===== src/rtl/iterative_divider.sv =====
// rtl/iterative_divider.sv - multi-cycle restoring radix-2 RV32M divide unit using an external adder
module iterative_divider #(
    parameter int WIDTH = 32
) (
    input  logic             clk,
    input  logic             rst,
    input  logic             flush,
    input  logic             in_valid,
    output logic             in_ready,
    input  logic [1:0]       in_op,
    input  logic [WIDTH-1:0] in_a,
    input  logic [WIDTH-1:0] in_b,
    output logic             out_valid,
    input  logic             out_ready,
    output logic [WIDTH-1:0] out_result,
    output logic [WIDTH-1:0] adder_a,
    output logic [WIDTH-1:0] adder_b,
    output logic             adder_cin,
    input  logic [WIDTH-1:0] adder_sum,
    input  logic             adder_cout
);

    localparam int CW = $clog2(WIDTH);

    localparam logic [1:0] IDLE = 2'd0;
    localparam logic [1:0] CALC = 2'd1;
    localparam logic [1:0] FIX  = 2'd2;
    localparam logic [1:0] DONE = 2'd3;

    logic [1:0]       state;
    logic [WIDTH-1:0] q_reg;
    logic [WIDTH-1:0] d_reg;
    logic [WIDTH-1:0] r_reg;
    logic [CW-1:0]    count;
    logic             is_rem;
    logic             neg_q;
    logic             neg_r;

    logic             accept;
    logic             signed_op;
    logic             a_neg;
    logic             b_neg;
    logic [WIDTH-1:0] abs_a;
    logic [WIDTH-1:0] abs_b;
    logic             div_zero;
    logic             overflow;
    logic [WIDTH-1:0] shifted;
    logic             qbit;
    logic [WIDTH-1:0] q_fix;
    logic [WIDTH-1:0] r_fix;

    assign in_ready  = (state == IDLE);
    assign out_valid = (state == DONE);
    assign accept    = in_valid && in_ready;

    // Opcode bit 0 set means unsigned; bit 1 set selects the remainder.
    assign signed_op = ~in_op[0];
    assign a_neg     = signed_op & in_a[WIDTH-1];
    assign b_neg     = signed_op & in_b[WIDTH-1];
    assign abs_a     = a_neg ? -in_a : in_a;
    assign abs_b     = b_neg ? -in_b : in_b;
    assign div_zero  = (in_b == '0);
    assign overflow  = signed_op && (in_a == {1'b1, {(WIDTH-1){1'b0}}}) && (in_b == '1);

    // The remainder is effectively WIDTH+1 bits wide: r_reg[msb] is the bit
    // shifted out, and when set the trial subtraction always succeeds.
    assign shifted = {r_reg[WIDTH-2:0], q_reg[WIDTH-1]};
    assign qbit    = r_reg[WIDTH-1] | adder_cout;

    assign adder_a   = (state == CALC) ? shifted : '0;
    assign adder_b   = (state == CALC) ? ~d_reg : '0;
    assign adder_cin = (state == CALC);

    assign q_fix = neg_q ? -q_reg : q_reg;
    assign r_fix = neg_r ? -r_reg : r_reg;

    always_ff @(posedge clk or posedge rst) begin
        if (rst) begin
            state      <= IDLE;
            q_reg      <= '0;
            d_reg      <= '0;
            r_reg      <= '0;
            count      <= '0;
            is_rem     <= 1'b0;
            neg_q      <= 1'b0;
            neg_r      <= 1'b0;
            out_result <= '0;
        end else if (flush) begin
            state <= IDLE;
        end else begin
            case (state)
                IDLE: begin
                    if (accept) begin
                        is_rem <= in_op[1];
                        neg_q  <= a_neg ^ b_neg;
                        neg_r  <= a_neg;
                        q_reg  <= abs_a;
                        d_reg  <= abs_b;
                        r_reg  <= '0;
                        count  <= CW'(WIDTH - 1);
                        if (div_zero) begin
                            out_result <= in_op[1] ? in_a : '1;
                            state      <= DONE;
                        end else if (overflow) begin
                            out_result <= in_op[1] ? '0 : {1'b1, {(WIDTH-1){1'b0}}};
                            state      <= DONE;
                        end else begin
                            state <= CALC;
                        end
                    end
                end
                CALC: begin
                    r_reg <= qbit ? adder_sum : shifted;
                    q_reg <= {q_reg[WIDTH-2:0], qbit};
                    count <= count - 1'b1;
                    if (count == '0) begin
                        state <= FIX;
                    end
                end
                FIX: begin
                    out_result <= is_rem ? r_fix : q_fix;
                    state      <= DONE;
                end
                DONE: begin
                    if (out_ready) begin
                        state <= IDLE;
                    end
                end
                default: state <= IDLE;
            endcase
        end
    end

endmodule


===== config.mk =====
export PLATFORM = sky130hd
export DESIGN_NAME = iterative_divider
export DESIGN_NICKNAME = d
export VERILOG_FILES = /design/src/rtl/iterative_divider.sv
export SDC_FILE = /design/constraint.sdc
export NUM_CORES = 1
export LEC_CHECK = 0
export CAP_MARGIN = 20
export CORE_MARGIN = 10
export CORE_UTILIZATION = 47
export CTS_CLUSTER_DIAMETER = 30
export DETAILED_ROUTE_END_ITERATION = 16
export HOLD_SLACK_MARGIN = 0.15
export PLACE_DENSITY = 0.77
export SLEW_MARGIN = 20
export SYNTH_ARGS = -nofsm -noshare
export SYNTH_HDL_FRONTEND = slang
export SYNTH_SLANG_ARGS = --single-unit

===== constraint.sdc =====
create_clock -name clk -period 4.5 [get_ports clk]
set_input_delay 0.675 -clock clk [delete_from_list [all_inputs] [get_ports clk]]
set_output_delay 0.675 -clock clk [all_outputs]
set_load 0.01 [all_outputs]

==> results of run 1 <==
## logic make-up after synthesis
kind of cell | share of synthesized area
compound gates | 0.205
xor+xnor | 0.111
buf+inv | 0.0437
fa+ha+maj | 0.0143
mux | 0.0489
simple gates | 0.220
flops | 0.358
## power groups by stage
stage               combinational, W  clock, W  sequential [W]
CTS                          0.00392   0.00148         0.00246
detailed placement           0.00387         0         0.00247
global route                 0.00431   0.00153         0.00256
finish                       0.00393   0.00147         0.00248
global placement             0.00380         0         0.00246
floorplan                    0.00270         0         0.00220
## worst max-delay path by stage
stage | to | start | slack, ps
after CTS | adder_b[31] | state[1]$_DFFE_PP0P_ | 780
after global placement | out_result[20]$_DFFE_PP0P_ | in_b[6] | 520
after global routing | out_result[19]$_DFFE_PP0P_ | in_b[6] | 540
final | adder_b[31] | state[1]$_DFFE_PP0P_ | 790
after detailed placement | out_result[19]$_DFFE_PP0P_ | in_b[6] | 450
after floorplan | count[0]$_DFFE_PP0P_ | rst | 130
## worst reg2reg max path, stage by stage, from the launching register on
cell	delay [ps]
dfrtp_1	450
inv_1	110
ha_1	260
nor2b_1	300
or3b_2	630
and2_2	770
buf_4	390
a21oi_1	70
a22o_1	220
## final cells by class
cell class / count / area [um^2] / area share
clock buffer: 18 / 439 / 0.0353
tap: 270 / 338 / 0.0271
sequential: 138 / 3450 / 0.277
timing repair buffer: 215 / 2150 / 0.173
clock inverter: 14 / 173 / 0.0139
multi-input combinational: 928 / 5800 / 0.466
inverter: 23 / 91.3 / 0.00734
## stage by stage
step                      instance area (um^2)  power [W]  hold WS (ps)  setup slack [ps]
after floorplan                           9650    0.00490           450               129
after global placement                   11800    0.00625           462               523
after detailed placement                 11800    0.00635           471               452
after CTS                                12400    0.00787           483               775
after global routing                     12400    0.00841           505               539
final                                    12400    0.00788           479               794
## Yosys cell counts (all sizes together) (5+ instances only)
| master | n |
|---|---|
| nand2b | 21 |
| dfrtp | 138 |
| nor2 | 53 |
| buf | 13 |
| ha | 11 |
| nor4 | 13 |
| inv | 22 |
| nand4 | 11 |
| o31ai | 37 |
| and2 | 35 |
| xor2 | 60 |
| o41ai | 17 |
| or3 | 15 |
| mux2i | 46 |
| a21oi | 61 |
| nand2 | 163 |
| or4 | 23 |
| clkbuf | 70 |
| o22ai | 6 |
| a22oi | 12 |
| a221o | 5 |
| or2 | 7 |
| o21ai | 165 |
| nor3 | 20 |
| xnor2 | 62 |
| nor2b | 39 |
## placed cells by master (no fill, tap or decap), types with 4 or more instances in the layout
cell	count
a21oi_1	61
a221o_1	5
a22oi_1	12
a2bb2oi_1	4
a31oi_1	4
and2_1	34
buf_4	11
clkbuf_16	17
clkdlybuf4s50_1	202
clkinvlp_4	5
dfrtp_1	138
ha_1	10
inv_1	21
mux2i_1	46
nand2_1	163
nand2b_1	21
nand3_1	4
nand4_1	11
nor2_1	51
nor2b_1	39
nor3_1	20
nor3b_1	4
nor4_1	11
o211ai_1	4
o21ai_0	163
o22ai_1	6
o31ai_1	37
o41ai_1	16
or2_2	6
or3_1	15
or4_1	21
xnor2_1	62
xor2_1	60
## metal layers
metal	part of all wire	routed length, um	GRT usage
met5	0	0	0
met4	0.031	998	0.0865
met3	0.089	2870	0.0775
met2	0.47	15100	0.383
met1	0.41	13100	0.279
==> flow_results.xml, run 1 <==
<?xml version="1.0" encoding="UTF-8"?>
<metrics>
  <group name="run_status">
    <metric name="status" unit="">finished clean</metric>
  </group>
  <group name="clock_tree">
    <metric name="tritoncts.num_buffers" unit="">17</metric>
    <metric name="clock_sinks" unit="">138</metric>
    <metric name="cts_hold_buf" unit="">0</metric>
    <metric name="post_cts_resized" unit="">0</metric>
    <metric name="cts_htree_levels" unit="">4</metric>
    <metric name="post-cts-setup-buffers" unit="">0</metric>
    <metric name="ctsRootBufferMaster" unit="">clkbuf_16</metric>
    <metric name="max-clock-path-buffers" unit="">2</metric>
    <metric name="clkSlewWorstSetupHoldPaths" unit="ps">60</metric>
    <metric name="clk-insertion-delay-late" unit="ps">430</metric>
    <metric name="tritoncts" unit="">built</metric>
  </group>
  <group name="placement">
    <metric name="cell_total_after_placement" unit="">1573</metric>
    <metric name="place.port_buffers" unit="">202</metric>
    <metric name="dp_hpwl" unit="um">23500</metric>
    <metric name="gp_routability_congestion" unit="">0.929</metric>
  </group>
  <group name="synthesis">
    <metric name="post_synth_cell_types" unit="">57</metric>
    <metric name="synth_async_sr_flop_share" unit="">1.00</metric>
    <metric name="netlist_area_before_placement" unit="um^2">9650</metric>
    <metric name="post_synth_edffs" unit="">0</metric>
    <metric name="yosysSeqAreaShare" unit="">0.358</metric>
    <metric name="synth_nets" unit="">1287</metric>
    <metric name="ys_top_cells_by_area" unit="">dfrtp_1, o21ai_0, nand2_1, xnor2_1, xor2_1</metric>
    <metric name="synth_warnings" unit="">0</metric>
    <metric name="syn_avg_cell_area" unit="um^2">8.23</metric>
    <metric name="postSynthRegisterBits" unit="">138</metric>
    <metric name="library_cell_with_the_largest_summed_area_after_synthesis" unit="">dfrtp_1</metric>
    <metric name="yosys_most_used_dff" unit="">dfrtp_1</metric>
    <metric name="netlist_instances" unit="">1172</metric>
    <metric name="synth_top_area_share" unit="">0.358</metric>
  </group>
  <group name="global_route">
    <metric name="grt_pass1_vias" unit="">9314</metric>
    <metric name="grt_overflow_total" unit="">0</metric>
    <metric name="antenna_found_initial" unit="">0</metric>
    <metric name="grt_util_all_layers" unit="">0.233</metric>
    <metric name="first_pass_grt_wire_length" unit="um">49900</metric>
    <metric name="largest_net_degree_at_the_start_of_global_routing" unit="">98</metric>
  </group>
  <group name="layout">
    <metric name="area_growth_syn_to_layout" unit="%">29.0</metric>
    <metric name="finalCoreUtilization" unit="">0.615</metric>
    <metric name="proportion_of_layout_cells_with_a_drive_suffix_above_1" unit="">0.0516</metric>
    <metric name="finish.net_count" unit="">1438</metric>
    <metric name="num_antenna_cells" unit="">0</metric>
    <metric name="non_filler_cells_in_the_finished_layout" unit="">1606</metric>
    <metric name="n_fill_cell" unit="">1782</metric>
  </group>
  <group name="floorplan">
    <metric name="floorplan.initialDensity" unit="">0.477</metric>
    <metric name="fp-row-count" unit="">52</metric>
    <metric name="dieHeight" unit="um">163</metric>
    <metric name="boundaryPins" unit="">203</metric>
    <metric name="die_w" unit="um">163</metric>
    <metric name="fp.dieArea" unit="um^2">26700</metric>
    <metric name="fp.coreArea" unit="um^2">20200</metric>
  </group>
  <group name="worst_setup_path">
    <metric name="worst_ep_arrival_time" unit="ps">3030</metric>
    <metric name="critical_path.reg2reg.endpoint" unit="">q_reg[19]$_DFFE_PP0P_</metric>
    <metric name="worstRegToRegCells" unit="">8</metric>
    <metric name="critical_path.top_delay_family" unit="">buffers and inverters</metric>
    <metric name="path_class" unit="">reg -&gt; out</metric>
    <metric name="worst-path-buf-inv" unit="">3</metric>
    <metric name="worst_path_max_delay_cell" unit="">buf_4</metric>
    <metric name="flop2flop_setup_slack" unit="ps">1180</metric>
    <metric name="path_depth" unit="">5</metric>
    <metric name="critical_path.max_stage_delay" unit="ps">680</metric>
    <metric name="crit_path_end_kind" unit="">output pin</metric>
    <metric name="timing.critical_path.cells" unit="">inv_1, ha_4, buf_4, nor2b_1, clkdlybuf4s50_1</metric>
    <metric name="crit_reg_reg_startpoint" unit="">state[0]$_DFFE_PP0P_</metric>
    <metric name="critical_path_required" unit="ps">3830</metric>
    <metric name="worstPathMaxFanout" unit="">70</metric>
    <metric name="start_kind" unit="">flip-flop</metric>
  </group>
  <group name="sta">
    <metric name="tightestPinTransition" unit="ps">1150</metric>
    <metric name="finalCriticalPeriod" unit="ps">3710</metric>
    <metric name="timing.max_slew.rel_slack" unit="">0.229</metric>
    <metric name="final_max_slew_viol_count" unit="">0</metric>
    <metric name="finClkSkew" unit="ps">9.48</metric>
    <metric name="finalHoldViolCount" unit="">0</metric>
    <metric name="rsz_0062_raised_after_global_routing" unit="">no</metric>
    <metric name="layout_worst_path_cycle_share" unit="">0.823</metric>
    <metric name="timing.final.setup_violations" unit="">0</metric>
    <metric name="setup-tns-final" unit="ps">0</metric>
    <metric name="maxClockFrequency" unit="GHz">0.270</metric>
  </group>
  <group name="drt">
    <metric name="route.antenna.remaining_nets" unit="">0</metric>
    <metric name="dr.pass1.iters" unit="">5</metric>
    <metric name="total_routed_wirelength" unit="um">32000</metric>
    <metric name="drt_first_iter_violations" unit="">705</metric>
    <metric name="avgViaCountPerCell" unit="">5.84</metric>
    <metric name="vias" unit="">9376</metric>
    <metric name="detail_route.wl_per_cell" unit="um">19.9</metric>
    <metric name="drc" unit="">0</metric>
  </group>
  <group name="power">
    <metric name="power_switching" unit="W">0.00348</metric>
    <metric name="p_comb_frac" unit="">0.498</metric>
    <metric name="power.density" unit="nW/um^2">633</metric>
    <metric name="proportion_of_total_power_due_to_net_switching" unit="">0.442</metric>
    <metric name="internal" unit="W">0.00440</metric>
    <metric name="power.share.sequential" unit="">0.315</metric>
    <metric name="pwr-share-clk" unit="">0.187</metric>
    <metric name="power_leakage" unit="nW">4.98</metric>
    <metric name="ir_drop_worst_vdd" unit="mV">0.303</metric>
  </group>
  <group name="hold_path">
    <metric name="hold_path_class" unit="">reg -&gt; reg</metric>
    <metric name="worst_hold_path_cell_count" unit="">2</metric>
    <metric name="min-delay-start" unit="">out_result[8]$_DFFE_PP0P_</metric>
    <metric name="worstHoldEndpoint" unit="">out_result[8]$_DFFE_PP0P_</metric>
  </group>
  <group name="flow_run">
    <metric name="cap_viol_max_count" unit="">0</metric>
  </group>
</metrics>
(Power assumes the default switching activity.)
==> inputs of run 2 (changes only) <==
==> constraint.sdc (replaced) <==
create_clock -name clk -period 3.1 [get_ports clk]
set_input_delay 0.465 -clock clk [delete_from_list [all_inputs] [get_ports clk]]
set_output_delay 0.465 -clock clk [all_outputs]
set_load 0.01 [all_outputs]
==> run 2 against run 1 <==
Net effect:
- via count up 2.3%
- flip-flop and latch count did not move
- critical path depth unchanged
- core utilization is 3.0 points higher
- non-clock buffer count rose by 82
- combinational power rose by 58%
- wire length grew 1.1%
- power up 48%
- clock skew is 3.5 ps lower
- design area grew 4.9%
- count of clock-buffer cells in the layout grew 3
- critical endpoint is now adder_a[25]
==> flow_results.xml, run 2 (same netlist as run 1, synthesis figures left out) <==
<?xml version="1.0" encoding="UTF-8"?>
<metrics>
  <group name="worst_setup_path">
    <metric name="crit_path_end_kind" unit="">output pin</metric>
    <metric name="critical_path.top_delay_family" unit="">buffers and inverters</metric>
    <metric name="critical_path_required" unit="ps">2630</metric>
    <metric name="timing.critical_path.cells" unit="">inv_1, ha_4, buf_4, and2_1, clkdlybuf4s50_1</metric>
    <metric name="worst-path-buf-inv" unit="">3</metric>
    <metric name="worst_ep_arrival_time" unit="ps">2530</metric>
    <metric name="worst_path_max_delay_cell" unit="">clkdlybuf4s50_1</metric>
    <metric name="crit_reg_reg_startpoint" unit="">r_reg[2]$_DFFE_PP0P_</metric>
    <metric name="start_kind" unit="">flip-flop</metric>
    <metric name="critical_path.max_stage_delay" unit="ps">550</metric>
    <metric name="worstRegToRegCells" unit="">7</metric>
    <metric name="flop2flop_setup_slack" unit="ps">110</metric>
    <metric name="worstPathMaxFanout" unit="">49</metric>
    <metric name="critical_path.reg2reg.endpoint" unit="">out_result[19]$_DFFE_PP0P_</metric>
    <metric name="path_class" unit="">reg -&gt; out</metric>
  </group>
  <group name="floorplan">
    <metric name="fp-row-count" unit="">52</metric>
    <metric name="boundaryPins" unit="">203</metric>
    <metric name="floorplan.initialDensity" unit="">0.477</metric>
    <metric name="die_w" unit="um">163</metric>
    <metric name="dieHeight" unit="um">163</metric>
    <metric name="fp.coreArea" unit="um^2">20200</metric>
    <metric name="fp.dieArea" unit="um^2">26700</metric>
  </group>
  <group name="placement">
    <metric name="dp_hpwl" unit="um">24600</metric>
    <metric name="place.port_buffers" unit="">202</metric>
    <metric name="gp_routability_congestion" unit="">0.951</metric>
    <metric name="placement.cell_area" unit="um^2">12500</metric>
    <metric name="dp_slack" unit="ps">-95.8</metric>
  </group>
  <group name="power">
    <metric name="power.density" unit="nW/um^2">894</metric>
    <metric name="internal" unit="W">0.00661</metric>
    <metric name="p_comb_frac" unit="">0.530</metric>
    <metric name="post-layout-total-power" unit="W">0.0117</metric>
    <metric name="power_switching" unit="W">0.00505</metric>
    <metric name="proportion_of_total_power_due_to_net_switching" unit="">0.433</metric>
    <metric name="power_leakage" unit="nW">5.38</metric>
    <metric name="power.share.sequential" unit="">0.295</metric>
    <metric name="ir_drop_worst_vdd" unit="mV">0.493</metric>
    <metric name="pwr-share-clk" unit="">0.174</metric>
  </group>
  <group name="drt">
    <metric name="drc" unit="">0</metric>
    <metric name="avgViaCountPerCell" unit="">5.68</metric>
    <metric name="vias" unit="">9596</metric>
    <metric name="total_routed_wirelength" unit="um">32400</metric>
    <metric name="route.antenna.remaining_nets" unit="">0</metric>
    <metric name="drt_first_iter_violations" unit="">765</metric>
    <metric name="dr.pass1.iters" unit="">5</metric>
    <metric name="detail_route.wl_per_cell" unit="um">19.2</metric>
  </group>
  <group name="sta">
    <metric name="layout_worst_path_cycle_share" unit="">0.966</metric>
    <metric name="rsz_0062_raised_after_global_routing" unit="">no</metric>
    <metric name="finalHoldViolCount" unit="">0</metric>
    <metric name="maxClockFrequency" unit="GHz">0.334</metric>
    <metric name="finClkSkew" unit="ps">6.01</metric>
    <metric name="final_max_slew_viol_count" unit="">0</metric>
    <metric name="tightestPinTransition" unit="ps">962</metric>
    <metric name="setup_slack" unit="ps">105</metric>
    <metric name="timing.final.setup_violations" unit="">0</metric>
    <metric name="finalCriticalPeriod" unit="ps">2990</metric>
    <metric name="timing.max_slew.rel_slack" unit="">0.359</metric>
    <metric name="hold_ws" unit="ps">430</metric>
  </group>
  <group name="clock_tree">
    <metric name="max-clock-path-buffers" unit="">2</metric>
    <metric name="ctsRootBufferMaster" unit="">clkbuf_16</metric>
    <metric name="tritoncts" unit="">built</metric>
    <metric name="tritoncts.num_buffers" unit="">17</metric>
    <metric name="cts_hold_buf" unit="">0</metric>
    <metric name="clock_sinks" unit="">138</metric>
    <metric name="clk-insertion-delay-late" unit="ps">430</metric>
    <metric name="clkSlewWorstSetupHoldPaths" unit="ps">60</metric>
    <metric name="cts_htree_levels" unit="">4</metric>
  </group>
  <group name="global_route">
    <metric name="antenna_found_initial" unit="">0</metric>
    <metric name="first_pass_grt_wire_length" unit="um">51200</metric>
    <metric name="grt_util_all_layers" unit="">0.238</metric>
    <metric name="largest_net_degree_at_the_start_of_global_routing" unit="">85</metric>
    <metric name="grt_overflow_total" unit="">0</metric>
    <metric name="grt_pass1_vias" unit="">9539</metric>
  </group>
  <group name="layout">
    <metric name="num_antenna_cells" unit="">0</metric>
    <metric name="area_growth_syn_to_layout" unit="%">35.3</metric>
    <metric name="most_frequent_standard_cell_in_the_layout_excluding_fill_and_tap_cells" unit="">clkdlybuf4s50_1</metric>
    <metric name="mostFrequentLayoutCells" unit="">clkdlybuf4s50_1, nand2_1, o21ai_0</metric>
    <metric name="multi_input_comb_area" unit="um^2">5810</metric>
    <metric name="register_area" unit="um^2">3450</metric>
    <metric name="finalCoreUtilization" unit="">0.645</metric>
    <metric name="proportion_of_layout_cells_with_a_drive_suffix_above_1" unit="">0.106</metric>
    <metric name="finish.net_count" unit="">1520</metric>
    <metric name="finish.instance_area" unit="um^2">13100</metric>
    <metric name="n_fill_cell" unit="">1638</metric>
  </group>
  <group name="hold_path">
    <metric name="hold_path_class" unit="">in -&gt; async</metric>
  </group>
  <group name="run_status">
    <metric name="status" unit="">finished clean</metric>
  </group>
  <group name="flow_run">
    <metric name="cap_viol_max_count" unit="">0</metric>
  </group>
</metrics>
-- run 2: worst register-to-register path, delay by kind of cell (launching register included) --
kind | cells | cell delay [ps]
AOI/OAI and AO/OA | 3 | 810
xor gates and xnor gates | 1 | 120
DFF | 1 | 380
and+or+nand+nor | 3 | 1620
-- run 2: what timing repair did --
| action | 4_1_cts | 5_1_grt |
|---|---|---|
| setup buffers | 0 | 0 |
| resized for setup | 0 | 1 |
| setup endpoints to repair | 0 | 1 |
-- run 2: how the worst max path moves through the flow --
stage                         start                          to  slack (ps)  depth (start not counted)
3_3_place_gp                in_b[6]  out_result[24]$_DFFE_PP0P_         -50                         10
4_1_cts        r_reg[0]$_DFFE_PP0P_  out_result[24]$_DFFE_PP0P_          80                          9
5_1_grt        r_reg[3]$_DFFE_PP0P_  out_result[19]$_DFFE_PP0P_           3                          7
3_5_place_dp                in_b[6]  out_result[24]$_DFFE_PP0P_        -100                         10
2_1_floorplan  r_reg[2]$_DFFE_PP0P_  out_result[19]$_DFFE_PP0P_          60                         10
6_report       state[1]$_DFFE_PP0P_                 adder_a[25]         110                          5
-- run 2: area by class of cell --
type                    instances  area share
inverters                      23     0.00690
multi-input cells             928       0.445
flip-flops and latches        138       0.265
clock inverters                11     0.00920
clock buffers                  21      0.0353
well taps                     270      0.0259
repair buffers                297       0.213
-- run 2: power by group through the flow --
stage / Combinational (W) / Sequential [W] / Clock, W
after floorplan: 0.00393 / 0.00319 / 0
after global placement: 0.00597 / 0.00341 / 0
after detailed placement: 0.00610 / 0.00344 / 0
after CTS: 0.00615 / 0.00343 / 0.00204
after global routing: 0.00677 / 0.00355 / 0.00214
final: 0.00619 / 0.00345 / 0.00203
-- run 2: stage by stage --
step | TNS (ps) | std cells
2_1_floorplan | 0 | 1172
3_3_place_gp | -367 | 1656
3_5_place_dp | -1120 | 1656
4_1_cts | 0 | 1688
5_1_grt | 0 | 1688
6_report | 0 | 1688
-- run 2: metal layers --
layer  share of wire  vias to the layer above  track usage
met5               0                        -            0
met4           0.030                        0       0.0820
met3           0.099                       72       0.0805
met2            0.47                      410        0.397
met1            0.40                     4532        0.280
li1                -                     4582            -
==> inputs of run 3 (changes only) <==
--- a/config.mk
+++ b/config.mk
@@ -11,7 +11,7 @@
 export CTS_CLUSTER_DIAMETER = 30
 export DETAILED_ROUTE_END_ITERATION = 16
 export HOLD_SLACK_MARGIN = 0.15
-export PLACE_DENSITY = 0.77
+export PLACE_DENSITY_LB_ADDON = 0.25
 export SLEW_MARGIN = 20
 export SYNTH_ARGS = -nofsm -noshare
 export SYNTH_HDL_FRONTEND = slang
==> run 3 against run 2 <==
Net effect:
- sequential share of layout area decreased by 0.29 points
- fmax decreased by 1.0%
- combinational power about the same
- die area unchanged
- critical path depth increased by 2
- register-to-register slack got worse by 30 ps
- flip-flop and latch count unchanged
- largest cell class unchanged
- non-clock buffer count increased by 2
- power increased by 3.1%
- critical path type is now reg -> reg
- via count decreased by 0.52%
- final cell count increased by 0.18%
==> flow_results.xml, run 3 (same netlist as run 1, synthesis figures left out) <==
<?xml version="1.0" encoding="UTF-8"?>
<metrics>
  <group name="run_status">
    <metric name="status" unit="">finished clean</metric>
  </group>
  <group name="sta">
    <metric name="layout_worst_path_cycle_share" unit="">0.976</metric>
    <metric name="timing.final.setup_violations" unit="">0</metric>
    <metric name="finalHoldViolCount" unit="">0</metric>
    <metric name="final_max_slew_viol_count" unit="">0</metric>
    <metric name="tightestPinTransition" unit="ps">1060</metric>
    <metric name="setup-tns-final" unit="ps">0</metric>
    <metric name="finClkSkew" unit="ps">8.74</metric>
    <metric name="maxClockFrequency" unit="GHz">0.330</metric>
    <metric name="finalCriticalPeriod" unit="ps">3030</metric>
    <metric name="timing.max_slew.rel_slack" unit="">0.295</metric>
    <metric name="setup_slack" unit="ps">74.1</metric>
  </group>
  <group name="flow_run">
    <metric name="cap_viol_max_count" unit="">0</metric>
  </group>
  <group name="drt">
    <metric name="drt_first_iter_violations" unit="">716</metric>
    <metric name="detail_route.wl_per_cell" unit="um">19.1</metric>
    <metric name="vias" unit="">9546</metric>
    <metric name="avgViaCountPerCell" unit="">5.65</metric>
    <metric name="route.antenna.remaining_nets" unit="">0</metric>
    <metric name="drc" unit="">0</metric>
    <metric name="total_routed_wirelength" unit="um">32200</metric>
    <metric name="dr.pass1.iters" unit="">5</metric>
  </group>
  <group name="clock_tree">
    <metric name="cts_htree_levels" unit="">4</metric>
    <metric name="ctsRootBufferMaster" unit="">clkbuf_16</metric>
    <metric name="post-cts-setup-buffers" unit="">0</metric>
    <metric name="max-clock-path-buffers" unit="">2</metric>
    <metric name="post_cts_resized" unit="">0</metric>
    <metric name="tritoncts" unit="">built</metric>
    <metric name="tritoncts.num_buffers" unit="">17</metric>
    <metric name="cts_hold_buf" unit="">0</metric>
    <metric name="clkSlewWorstSetupHoldPaths" unit="ps">60</metric>
    <metric name="clock_sinks" unit="">138</metric>
    <metric name="clk-insertion-delay-late" unit="ps">430</metric>
  </group>
  <group name="layout">
    <metric name="most_frequent_standard_cell_in_the_layout_excluding_fill_and_tap_cells" unit="">clkdlybuf4s50_1</metric>
    <metric name="finish.net_count" unit="">1522</metric>
    <metric name="mostFrequentLayoutCells" unit="">clkdlybuf4s50_1, nand2_1, o21ai_0</metric>
    <metric name="finalCoreUtilization" unit="">0.652</metric>
    <metric name="n_fill_cell" unit="">1702</metric>
    <metric name="non_filler_cells_in_the_finished_layout" unit="">1691</metric>
    <metric name="proportion_of_layout_cells_with_a_drive_suffix_above_1" unit="">0.111</metric>
    <metric name="area_growth_syn_to_layout" unit="%">36.8</metric>
  </group>
  <group name="placement">
    <metric name="cell_total_after_placement" unit="">1658</metric>
    <metric name="dp_slack" unit="ps">10.7</metric>
    <metric name="gp_routability_congestion" unit="">0.950</metric>
    <metric name="place.port_buffers" unit="">202</metric>
    <metric name="dp_hpwl" unit="um">24000</metric>
  </group>
  <group name="worst_setup_path">
    <metric name="start_kind" unit="">flip-flop</metric>
    <metric name="crit_path_end_kind" unit="">flip-flop</metric>
    <metric name="worst_ep_arrival_time" unit="ps">3390</metric>
    <metric name="path_class" unit="">reg -&gt; reg</metric>
    <metric name="critical_path_required" unit="ps">3460</metric>
    <metric name="worstPathMaxFanout" unit="">9</metric>
  </group>
  <group name="global_route">
    <metric name="largest_net_degree_at_the_start_of_global_routing" unit="">139</metric>
    <metric name="grt_util_all_layers" unit="">0.236</metric>
    <metric name="antenna_found_initial" unit="">1</metric>
    <metric name="grt_pass1_vias" unit="">9472</metric>
    <metric name="grt_overflow_total" unit="">0</metric>
    <metric name="first_pass_grt_wire_length" unit="um">50700</metric>
  </group>
  <group name="floorplan">
    <metric name="fp-row-count" unit="">52</metric>
    <metric name="floorplan.initialDensity" unit="">0.477</metric>
    <metric name="boundaryPins" unit="">203</metric>
    <metric name="fp.dieArea" unit="um^2">26700</metric>
    <metric name="dieHeight" unit="um">163</metric>
    <metric name="die_w" unit="um">163</metric>
    <metric name="fp.coreArea" unit="um^2">20200</metric>
  </group>
  <group name="power">
    <metric name="post-layout-total-power" unit="W">0.0120</metric>
    <metric name="power_leakage" unit="nW">5.46</metric>
    <metric name="power.density" unit="nW/um^2">911</metric>
    <metric name="ir_drop_worst_vdd" unit="mV">0.522</metric>
  </group>
  <group name="hold_path">
    <metric name="hold_path_class" unit="">reg -&gt; reg</metric>
  </group>
</metrics>
## run 3: changes by cell type in the layout (fill, tap and decap cells not counted), sizes merged
cell	delta
bufinv	+4
clkbuf	-3
inv	+2
clkinvlp	-3
diode	+1
buf	+2
## run 3: worst max-delay path, stage by stage, from the launching register on
cell and delay (ps):
dfrtp_1 380, or4_4 610, or4_4 610, or3_1 430
o31ai_2 210, xor2_1 160, a2111oi_2 440, a21o_1 130
## run 3: power by group
part           internal, W  switching [W]  leakage [nW]
sequential         0.00255       0.000913          1.77
clock              0.00152       0.000837         0.329
combinational      0.00284        0.00337          3.36
total              0.00691        0.00512          5.46
## run 3: worst paths after layout
path / endpoint / slack (ps) / start / depth (start not counted)
min: out_result[21]$_DFFE_PP0P_ / 480 / out_result[21]$_DFFE_PP0P_ / 2
min in group asynchronous: d_reg[9]$_DFFE_PP0P_ / 570 / rst / 3
max: out_result[19]$_DFFE_PP0P_ / 70 / r_reg[2]$_DFFE_PP0P_ / 7
max in group asynchronous: out_result[11]$_DFFE_PP0P_ / 1910 / rst / 3
max reg2reg: out_result[19]$_DFFE_PP0P_ / 70 / r_reg[2]$_DFFE_PP0P_ / 7
min reg2reg: out_result[21]$_DFFE_PP0P_ / 480 / out_result[21]$_DFFE_PP0P_ / 2
## run 3: layout make-up
| cell class | count | area [um^2] | area share |
|---|---|---|---|
| clock buffers | 18 | 429 | 0.0325 |
| clock inverters | 14 | 243 | 0.0184 |
| repair buffers | 299 | 2810 | 0.213 |
| flip-flops and latches | 138 | 3450 | 0.262 |
| well taps | 270 | 338 | 0.0256 |
| multi-input cells | 928 | 5830 | 0.442 |
| inverters | 23 | 90.1 | 0.00682 |
| diodes | 1 | 2.50 | 0.000190 |
## run 3: through the flow
step	hold WS [ps]	instance area, um^2
detailed placement	472	12500
finish	483	13200
CTS	486	13200
global route	498	13200
floorplan	450	9650
global placement	461	12500
## run 3: routing by layer
metal  global-route usage  vias up  part of all wire
met5                    0        -                 0
met3               0.0730       63             0.088
met4               0.0746        0             0.027
met1                0.284     4484              0.40
li1                     -     4606                 -
met2                0.396      393              0.48
